===== src/rtl/fifo_pkg.sv =====
// Shared constants and helpers for the DRAM-backed FIFO.
package fifo_pkg;

    localparam int unsigned FIFO_DEFAULT_DEPTH = 32;
    localparam int unsigned FIFO_DEFAULT_WIDTH = 32;
    localparam int unsigned FIFO_DEFAULT_AF_TH = 28;
    localparam int unsigned FIFO_DEFAULT_AE_TH = 4;

    localparam string FIFO_MODE_FWFT = "true";
    localparam string FIFO_MODE_STD  = "false";

    // Ceiling log2; clogb2(1) = 0, clogb2(32) = 5.
    function automatic int unsigned clogb2(input int unsigned value);
        int unsigned res;
        int unsigned v;
        res = 0;
        v   = value - 1;
        while (v > 0) begin
            res = res + 1;
            v   = v >> 1;
        end
        return res;
    endfunction

endpackage


===== src/rtl/fifo_dram_storage.sv =====
// Distributed-RAM array: synchronous write port, asynchronous read port, no output register.
module fifo_dram_storage #(
    parameter int unsigned depth = 32,
    parameter int unsigned width = 32,
    parameter int unsigned aw    = 5
) (
    input  logic             clk,
    input  logic             wen,
    input  logic [aw-1:0]    waddr,
    input  logic [width-1:0] wdata,
    input  logic [aw-1:0]    raddr,
    output logic [width-1:0] rdata
);

    logic [width-1:0] mem [depth];

    // Write port; contents are never cleared, stale words are unreachable via the pointers.
    always_ff @(posedge clk) begin
        if (wen) begin
            mem[waddr] <= wdata;
        end
    end

    assign rdata = mem[raddr];

endmodule


===== src/rtl/fifo_based_on_dram.sv =====
// Single-clock FIFO controller over a distributed-RAM store, FWFT or registered read.
// Optional macro FIFO_ALMOST_FLAGS_EN enables the registered almost-full/almost-empty flags;
// without it both flags are tied low.
module fifo_based_on_dram
    import fifo_pkg::*;
#(
    parameter int unsigned fifo_depth       = FIFO_DEFAULT_DEPTH,
    parameter int unsigned fifo_data_width  = FIFO_DEFAULT_WIDTH,
    parameter string       fwft_mode        = FIFO_MODE_FWFT,
    parameter int unsigned almost_full_th   = FIFO_DEFAULT_AF_TH,
    parameter int unsigned almost_empty_th  = FIFO_DEFAULT_AE_TH,
    parameter int unsigned simulation_delay = 1
) (
    input  logic                       clk,
    input  logic                       rst,
    input  logic                       fifo_wen,
    input  logic [fifo_data_width-1:0] fifo_din,
    output logic                       fifo_full,
    output logic                       fifo_almost_full,
    input  logic                       fifo_ren,
    output logic [fifo_data_width-1:0] fifo_dout,
    output logic                       fifo_empty,
    output logic                       fifo_almost_empty,
    output logic [clogb2(fifo_depth):0] data_cnt
);

    localparam int unsigned AW = clogb2(fifo_depth);
    localparam int unsigned CW = AW + 1;

    // Parameter sanity checks at elaboration.
    if ((fifo_depth < 4) || ((fifo_depth & (fifo_depth - 1)) != 0)) begin : g_bad_depth
        $error("fifo_depth must be a power of two >= 4");
    end
    if ((almost_full_th < 1) || (almost_full_th > fifo_depth - 1) ||
        (almost_empty_th < 1) || (almost_empty_th > fifo_depth - 1)) begin : g_bad_th
        $error("almost thresholds must be in 1..fifo_depth-1");
    end
    if ((fwft_mode != FIFO_MODE_FWFT) && (fwft_mode != FIFO_MODE_STD)) begin : g_bad_mode
        $error("fwft_mode must be \"true\" or \"false\"");
    end
    if (simulation_delay > 1000) begin : g_bad_delay
        $error("simulation_delay unreasonably large");
    end

    logic [AW:0]                wptr;
    logic [AW:0]                rptr;
    logic [CW-1:0]              cnt_next_c;
    logic                       wr_acc_c;
    logic                       rd_acc_c;
    logic [fifo_data_width-1:0] ram_rdata;

    // Accept qualification and next occupancy.
    always_comb begin
        wr_acc_c   = fifo_wen & ~fifo_full;
        rd_acc_c   = fifo_ren & ~fifo_empty;
        cnt_next_c = data_cnt + CW'(wr_acc_c) - CW'(rd_acc_c);
    end

    // Pointers, count and full/empty status, all updated on the same edge.
    always_ff @(posedge clk) begin
        if (rst) begin
            wptr       <= '0;
            rptr       <= '0;
            data_cnt   <= '0;
            fifo_full  <= 1'b0;
            fifo_empty <= 1'b1;
        end else begin
            if (wr_acc_c) begin
                wptr <= wptr + (AW+1)'(1);
            end
            if (rd_acc_c) begin
                rptr <= rptr + (AW+1)'(1);
            end
            data_cnt   <= cnt_next_c;
            fifo_full  <= (cnt_next_c == CW'(fifo_depth));
            fifo_empty <= (cnt_next_c == CW'(0));
        end
    end

`ifdef FIFO_ALMOST_FLAGS_EN
    // Registered threshold compares on the next occupancy.
    always_ff @(posedge clk) begin
        if (rst) begin
            fifo_almost_full  <= 1'b0;
            fifo_almost_empty <= 1'b1;
        end else begin
            fifo_almost_full  <= (cnt_next_c >= CW'(almost_full_th));
            fifo_almost_empty <= (cnt_next_c <= CW'(almost_empty_th));
        end
    end
`else
    assign fifo_almost_full  = 1'b0;
    assign fifo_almost_empty = 1'b0;
`endif

    fifo_dram_storage #(
        .depth (fifo_depth),
        .width (fifo_data_width),
        .aw    (AW)
    ) u_storage (
        .clk   (clk),
        .wen   (wr_acc_c),
        .waddr (wptr[AW-1:0]),
        .wdata (fifo_din),
        .raddr (rptr[AW-1:0]),
        .rdata (ram_rdata)
    );

    if (fwft_mode == FIFO_MODE_FWFT) begin : g_fwft
        assign fifo_dout = ram_rdata;
    end else begin : g_std
        logic [fifo_data_width-1:0] dout_q;

        // Output register captures the head word on each accepted read and holds otherwise.
        always_ff @(posedge clk) begin
            if (rst) begin
                dout_q <= '0;
            end else if (rd_acc_c) begin
                dout_q <= ram_rdata;
            end
        end

        assign fifo_dout = dout_q;
    end

endmodule

===== config.mk =====
export PLATFORM = sky130hd
export DESIGN_NAME = fifo_based_on_dram
export DESIGN_NICKNAME = d
export VERILOG_FILES = /design/src/rtl/fifo_pkg.sv /design/src/rtl/fifo_dram_storage.sv /design/src/rtl/fifo_based_on_dram.sv
export SDC_FILE = /design/constraint.sdc
export NUM_CORES = 1
export LEC_CHECK = 0
export CAP_MARGIN = 10
export CORE_ASPECT_RATIO = 0.6
export CORE_MARGIN = 2
export CORE_UTILIZATION = 62
export DETAILED_ROUTE_END_ITERATION = 7
export DONT_BUFFER_PORTS = 1
export PLACE_DENSITY = 0.78
export SLEW_MARGIN = 0
export SYNTH_ARGS = -nofsm -noshare
export SYNTH_HDL_FRONTEND = slang
export SYNTH_HIERARCHICAL = 1
export SYNTH_SLANG_ARGS = --single-unit

===== constraint.sdc =====
create_clock -name clk -period 3.85 [get_ports clk]
set_input_delay 0.77 -clock clk [delete_from_list [all_inputs] [get_ports clk]]
set_output_delay 0.77 -clock clk [all_outputs]
set_load 0.01 [all_outputs]

==> out/results.env <==
DRV_CAP=0
SYNTH-COMPOUND-AREA-SHARE=0.0500
PART_OF_THE_TOTAL_POWER_DISSIPATED_IN_THE_CLOCK_NETWORK=0.387
ROUTED_WIRELENGTH_NORMALIZED_BY_INSTANCE_COUNT_UM=30.5
MAX_FREQ_MHz=263
ANTENNA_CELLS_INSERTED=0
CTS_BUFFERS=91
POST_CTS_RESIZE_COUNT=0
CRITPATHTOPFAMILY='simple AND/OR/NAND/NOR gates'
CRITICAL_PATH.CELL_CHAIN='and2_4, buf_4, a21oi_1, a31oi_1, nand3_1'
DRT_ITER0_DRC=2852
POWER.SWITCHING_FRACTION=0.225
SETUP-TNS-FINAL_NS=0
REG2REG_FROM='fifo_empty$_SDFF_PP1_'
SYNTHCELLS=2326
POST_SYNTH.CELL_AREA_AVG_UM2=17.5
FILL_CELLS=3810
FINCLKSKEW_NS=0.0338
REQ_TIME_CRIT_PATH_NS=3.08
GRT_PASS1_WL_MM=147
FINALCRITICALPERIOD_NS=3.81
DPL_CELL_AREA_UM2=42500
POWER_FRAC_SEQ=0.519
DRIVE_ABOVE_1_SHARE=0.113
TIMING.CRITICAL_PATH.SLOWEST_STAGE_CELL='sky130_fd_sc_hd__dfxtp_1'
REPORT.FINAL.SLEW_VIOL_COUNT=0
SYNTH_TOP_FAMILY_BY_AREA='multiplexers'
TIMING_HOLD_VIOLATIONS_FINAL=0
FINAL_ANTENNA_NET_COUNT=0
SYNTHMUXAREASHARE=0.126
TIMING.CRITICAL_PATH.ARRIVAL_NS=3.04
SYNTHADDERAREAFRAC=0.00295
FINISH.NET_COUNT=2430
INITIAL_UTILIZATION=0.630
DRC=0
DRT_WL_TOTAL_MM=101
WORST_PIN_SLEW_NS=0.898
ANTENNA_FOUND_INITIAL=0
ASYNCSETRESETFLOPFRACSYNTH=0
AREA_ENCLOSED_BY_THE_DIE_BOUNDARY_UM2=67800
SYNTH-XOR-AREA-SHARE=0.00215
CLKLATENCYLATEPIN_NS=0.68
PATH_BUF_INV=1
CTS.PATH.MAX_BUFFERS=3
GR-USAGE-ALL-LAYERS=0.301
TIMING.FINAL.SETUP_VIOLATIONS=0
R2R_SLACK_NS=1.15
CRITPATHMAXSTAGEDELAY_NS=0.53
CORE_AREA_UM2=64700
SYNTH_SEQ_CELLS=1042
RUN_STATUS='completed'
YS_TYPES=40
ROUTED-VIA-COUNT=22372
HOLD_PATH.STARTPOINT='rst'
FINAL_WEIGHTED_CONGESTION_OF_ROUTABILITY_DRIVEN_GLOBAL_PLACEMENT=0.824
TIMING.CRITICAL_PATH.FROM_TYPE='flip-flop'
MULTI_INPUT_COMB_AREA_UM2=9080
NUMCLOCKSINKS=1042
CELLS_AFTER_DPL=3138
P_PER_AREA_nW_PER_UM2=535
DEPTH_OF_THE_WORST_REGISTER_TO_REGISTER_PATH=9
CTSHTREEMAXLEVEL=3
SYNTH-MAIN-FF-CELL='sky130_fd_sc_hd__edfxtp_1'
CHIPWIDTH_UM=335
VIA_COUNT_OF_THE_FIRST_GLOBAL_ROUTING_PASS=21911
SYNTH_EDF_COUNT=1024
SYNTH_SEQ_AREA_SHARE=0.764
TYPE_OF_DESTINATION_OF_THE_CRITICAL_PATH='primary output'
POST-ROUTE-UTIL=0.706
FINAL_CELLS=3312
MIN_DELAY_PATH_DEPTH=1
LAYOUT_WORST_PATH_CYCLE_SHARE=0.989
STD_CELL_ROWS=72
P_SWITCHING_uW=5510
PIN_COUNT_OF_THE_BIGGEST_NET_ENTERING_GLOBAL_ROUTING=63
CP_MAX_FO=29
KIND_OF_CRITICAL_PATH='flip-flop to primary output'
BASIC_GATE_SHARE_OF_THE_SYNTHESIZED_AREA_COUNTING_AND_OR_NAND_AND_NOR_CELLS=0.0348
PEAKVDDDROP_V=0.000438
HOLD-PATH-ENDPOINT='wptr[0]$_SDFFE_PP0P_'
PORTBUFFERS=0
FLIP_FLOP_AND_LATCH_AREA_UM2=31100
TIMING.SLEW.HEADROOM=0.400
PATH_CLK_SLEW_NS=0.07
GRT_SETUP_UNREPAIRED='false'
STDCELL_AREA_UM2=45700
DETAIL_ROUTE.VIAS_PER_CELL=6.75
CTS_TREE='done'
HOLD_PATH.CLASS='input port to flip-flop'
R2R-END='fifo_empty$_SDFF_PP1_'
CTS.ROOT.BUFFER_CELL='sky130_fd_sc_hd__clkbuf_16'
DIE-HEIGHT_UM=203
YOSYS_WARNINGS=6
HOLD_WS_NS=0.163
HPWLAFTERDP_MM=53.4
DRT_PASS1_ITERATIONS=5
POWER.COMBINATIONAL.FRACTION=0.093
COUNT_OF_BOUNDARY_I_O_PINS=78
SYN2LAYOUT_AREA_GROWTH_PCT=12.1
SYNTH_AREA_UM2=40700
TOTAL_CONGESTION_OVERFLOW=0
P_INT_uW=18900
LEAKAGEPOWER_uW=0.0144
-- layer usage --
layer | wire (µm) | up-vias | GRT usage
met1 | 40200 | 11446 | 0.436
met5 | 0 | - | 0
li1 | - | 9314 | -
met3 | 11400 | 203 | 0.0680
met4 | 2870 | 0 | 0.0929
met2 | 46500 | 1409 | 0.463
-- power by group through the flow --
stage,combinational (µW),sequential (µW),clock [µW]
floorplan,1700,12900,0
global placement,2170,12900,0
detailed placement,2220,12900,0
CTS,2240,12700,9560
global route,2420,12700,10000
finish,2280,12700,9480
-- cells in the mapped netlist, types with 6 or more instances --
cell / count / area, µm²
sky130_fd_sc_hd__a22o_1: 64 / 561
sky130_fd_sc_hd__nor2_1: 45 / 169
sky130_fd_sc_hd__a22oi_1: 96 / 721
sky130_fd_sc_hd__nand3_1: 100 / 500
sky130_fd_sc_hd__nor3_1: 34 / 170
sky130_fd_sc_hd__a31oi_1: 32 / 200
sky130_fd_sc_hd__xor2_1: 6 / 52.6
sky130_fd_sc_hd__buf_6: 15 / 169
sky130_fd_sc_hd__ha_1: 8 / 100
sky130_fd_sc_hd__clkbuf_1: 48 / 180
sky130_fd_sc_hd__a21oi_1: 102 / 510
sky130_fd_sc_hd__buf_4: 35 / 263
sky130_fd_sc_hd__inv_1: 9 / 33.8
sky130_fd_sc_hd__mux2i_1: 514 / 5140
sky130_fd_sc_hd__edfxtp_1: 1024 / 30700
sky130_fd_sc_hd__nand2_1: 102 / 383
sky130_fd_sc_hd__dfxtp_1: 18 / 360
sky130_fd_sc_hd__buf_2: 28 / 140
-- timing repair --
action	CTS	global route
endpoints found under the setup margin	1	3
buffers inserted	4	1
endpoints found under the hold margin	0	0
hold buffers	0	0
-- how the worst max path moves through the flow --
| stage | from | slack (ns) | cells after the start | endpoint |
|---|---|---|---|---|
| CTS | rptr[0]$_SDFFE_PP0P_ | 0.07 | 6 | fifo_dout[9] |
| global route | rptr[1]$_SDFFE_PP0P_ | 0.05 | 5 | fifo_dout[31] |
| global placement | rptr[2]$_SDFFE_PP0P_ | 0.74 | 5 | fifo_dout[30] |
| floorplan | fifo_wen | 0.36 | 5 | u_storage/mem[28][0]$_DFFE_PP_ |
| finish | rptr[1]$_SDFFE_PP0P_ | 0.04 | 5 | fifo_dout[31] |
| detailed placement | rptr[2]$_SDFFE_PP0P_ | 0.70 | 5 | fifo_dout[30] |
-- area by class of cell --
type / count / area share
Timing Repair Buffer: 98 / 0.0283
Inverter: 9 / 0.000739
Clock inverter: 62 / 0.0166
Sequential cell: 1042 / 0.681
Multi-Input combinational cell: 1143 / 0.199
Tap cell: 851 / 0.0233
Clock buffer: 107 / 0.0512
-- per-stage QoR --
step	power (µW)	setup slack [ns]
floorplan	14600	0.363
global placement	15100	0.745
detailed placement	15200	0.697
CTS	24500	0.0697
global route	25100	0.0478
finish	24500	0.0406
-- cells by family after synthesis --
kind of cell	Yosys count
multiplexers	514
other	1
AND/OR/NAND/NOR	309
XOR/XNOR	10
buffers and inverters	142
AO/OA/AOI/OAI	299
adder cells (fa/ha/maj)	9
flip-flops	1042
-- state kept, by name, indices dropped and copies added, names as in the netlist --
register       count
u_storage/mem   1024
wptr               5
rptr               5
data_cnt           6
fifo_empty         1
fifo_full          1
-- worst reg2reg max path: stages, from the launching register on --
cell                       delay, ns
sky130_fd_sc_hd__dfxtp_1        0.35
sky130_fd_sc_hd__nor2b_1        0.54
sky130_fd_sc_hd__ha_1           0.22
sky130_fd_sc_hd__inv_1          0.04
sky130_fd_sc_hd__ha_1           0.20
sky130_fd_sc_hd__fa_1           0.41
sky130_fd_sc_hd__xnor2_1        0.23
sky130_fd_sc_hd__nor3b_1        0.25
sky130_fd_sc_hd__o221ai_1       0.19
sky130_fd_sc_hd__o31ai_2        0.20
-- placed cells by master, fill, tap and decap left out, types with 8 or more instances in the layout --
cell,Yosys,final
sky130_fd_sc_hd__buf_4,35,53
sky130_fd_sc_hd__nor3_1,34,34
sky130_fd_sc_hd__inv_1,9,9
sky130_fd_sc_hd__bufinv_16,0,15
sky130_fd_sc_hd__a21oi_1,102,102
sky130_fd_sc_hd__nor2_1,45,12
sky130_fd_sc_hd__a31oi_1,32,32
sky130_fd_sc_hd__clkbuf_1,48,16
sky130_fd_sc_hd__a22o_1,64,64
sky130_fd_sc_hd__nand2_1,102,101
sky130_fd_sc_hd__mux2i_1,514,514
sky130_fd_sc_hd__nand3_1,100,100
sky130_fd_sc_hd__dfxtp_1,18,17
sky130_fd_sc_hd__a22oi_1,96,96
sky130_fd_sc_hd__clkinv_2,0,14
sky130_fd_sc_hd__clkbuf_16,0,91
sky130_fd_sc_hd__edfxtp_1,1024,1024
sky130_fd_sc_hd__nor2_4,0,33
sky130_fd_sc_hd__ha_1,8,8
sky130_fd_sc_hd__clkinv_1,0,19
sky130_fd_sc_hd__buf_12,0,44
Note: power is estimated with default switching activity, not from simulation.
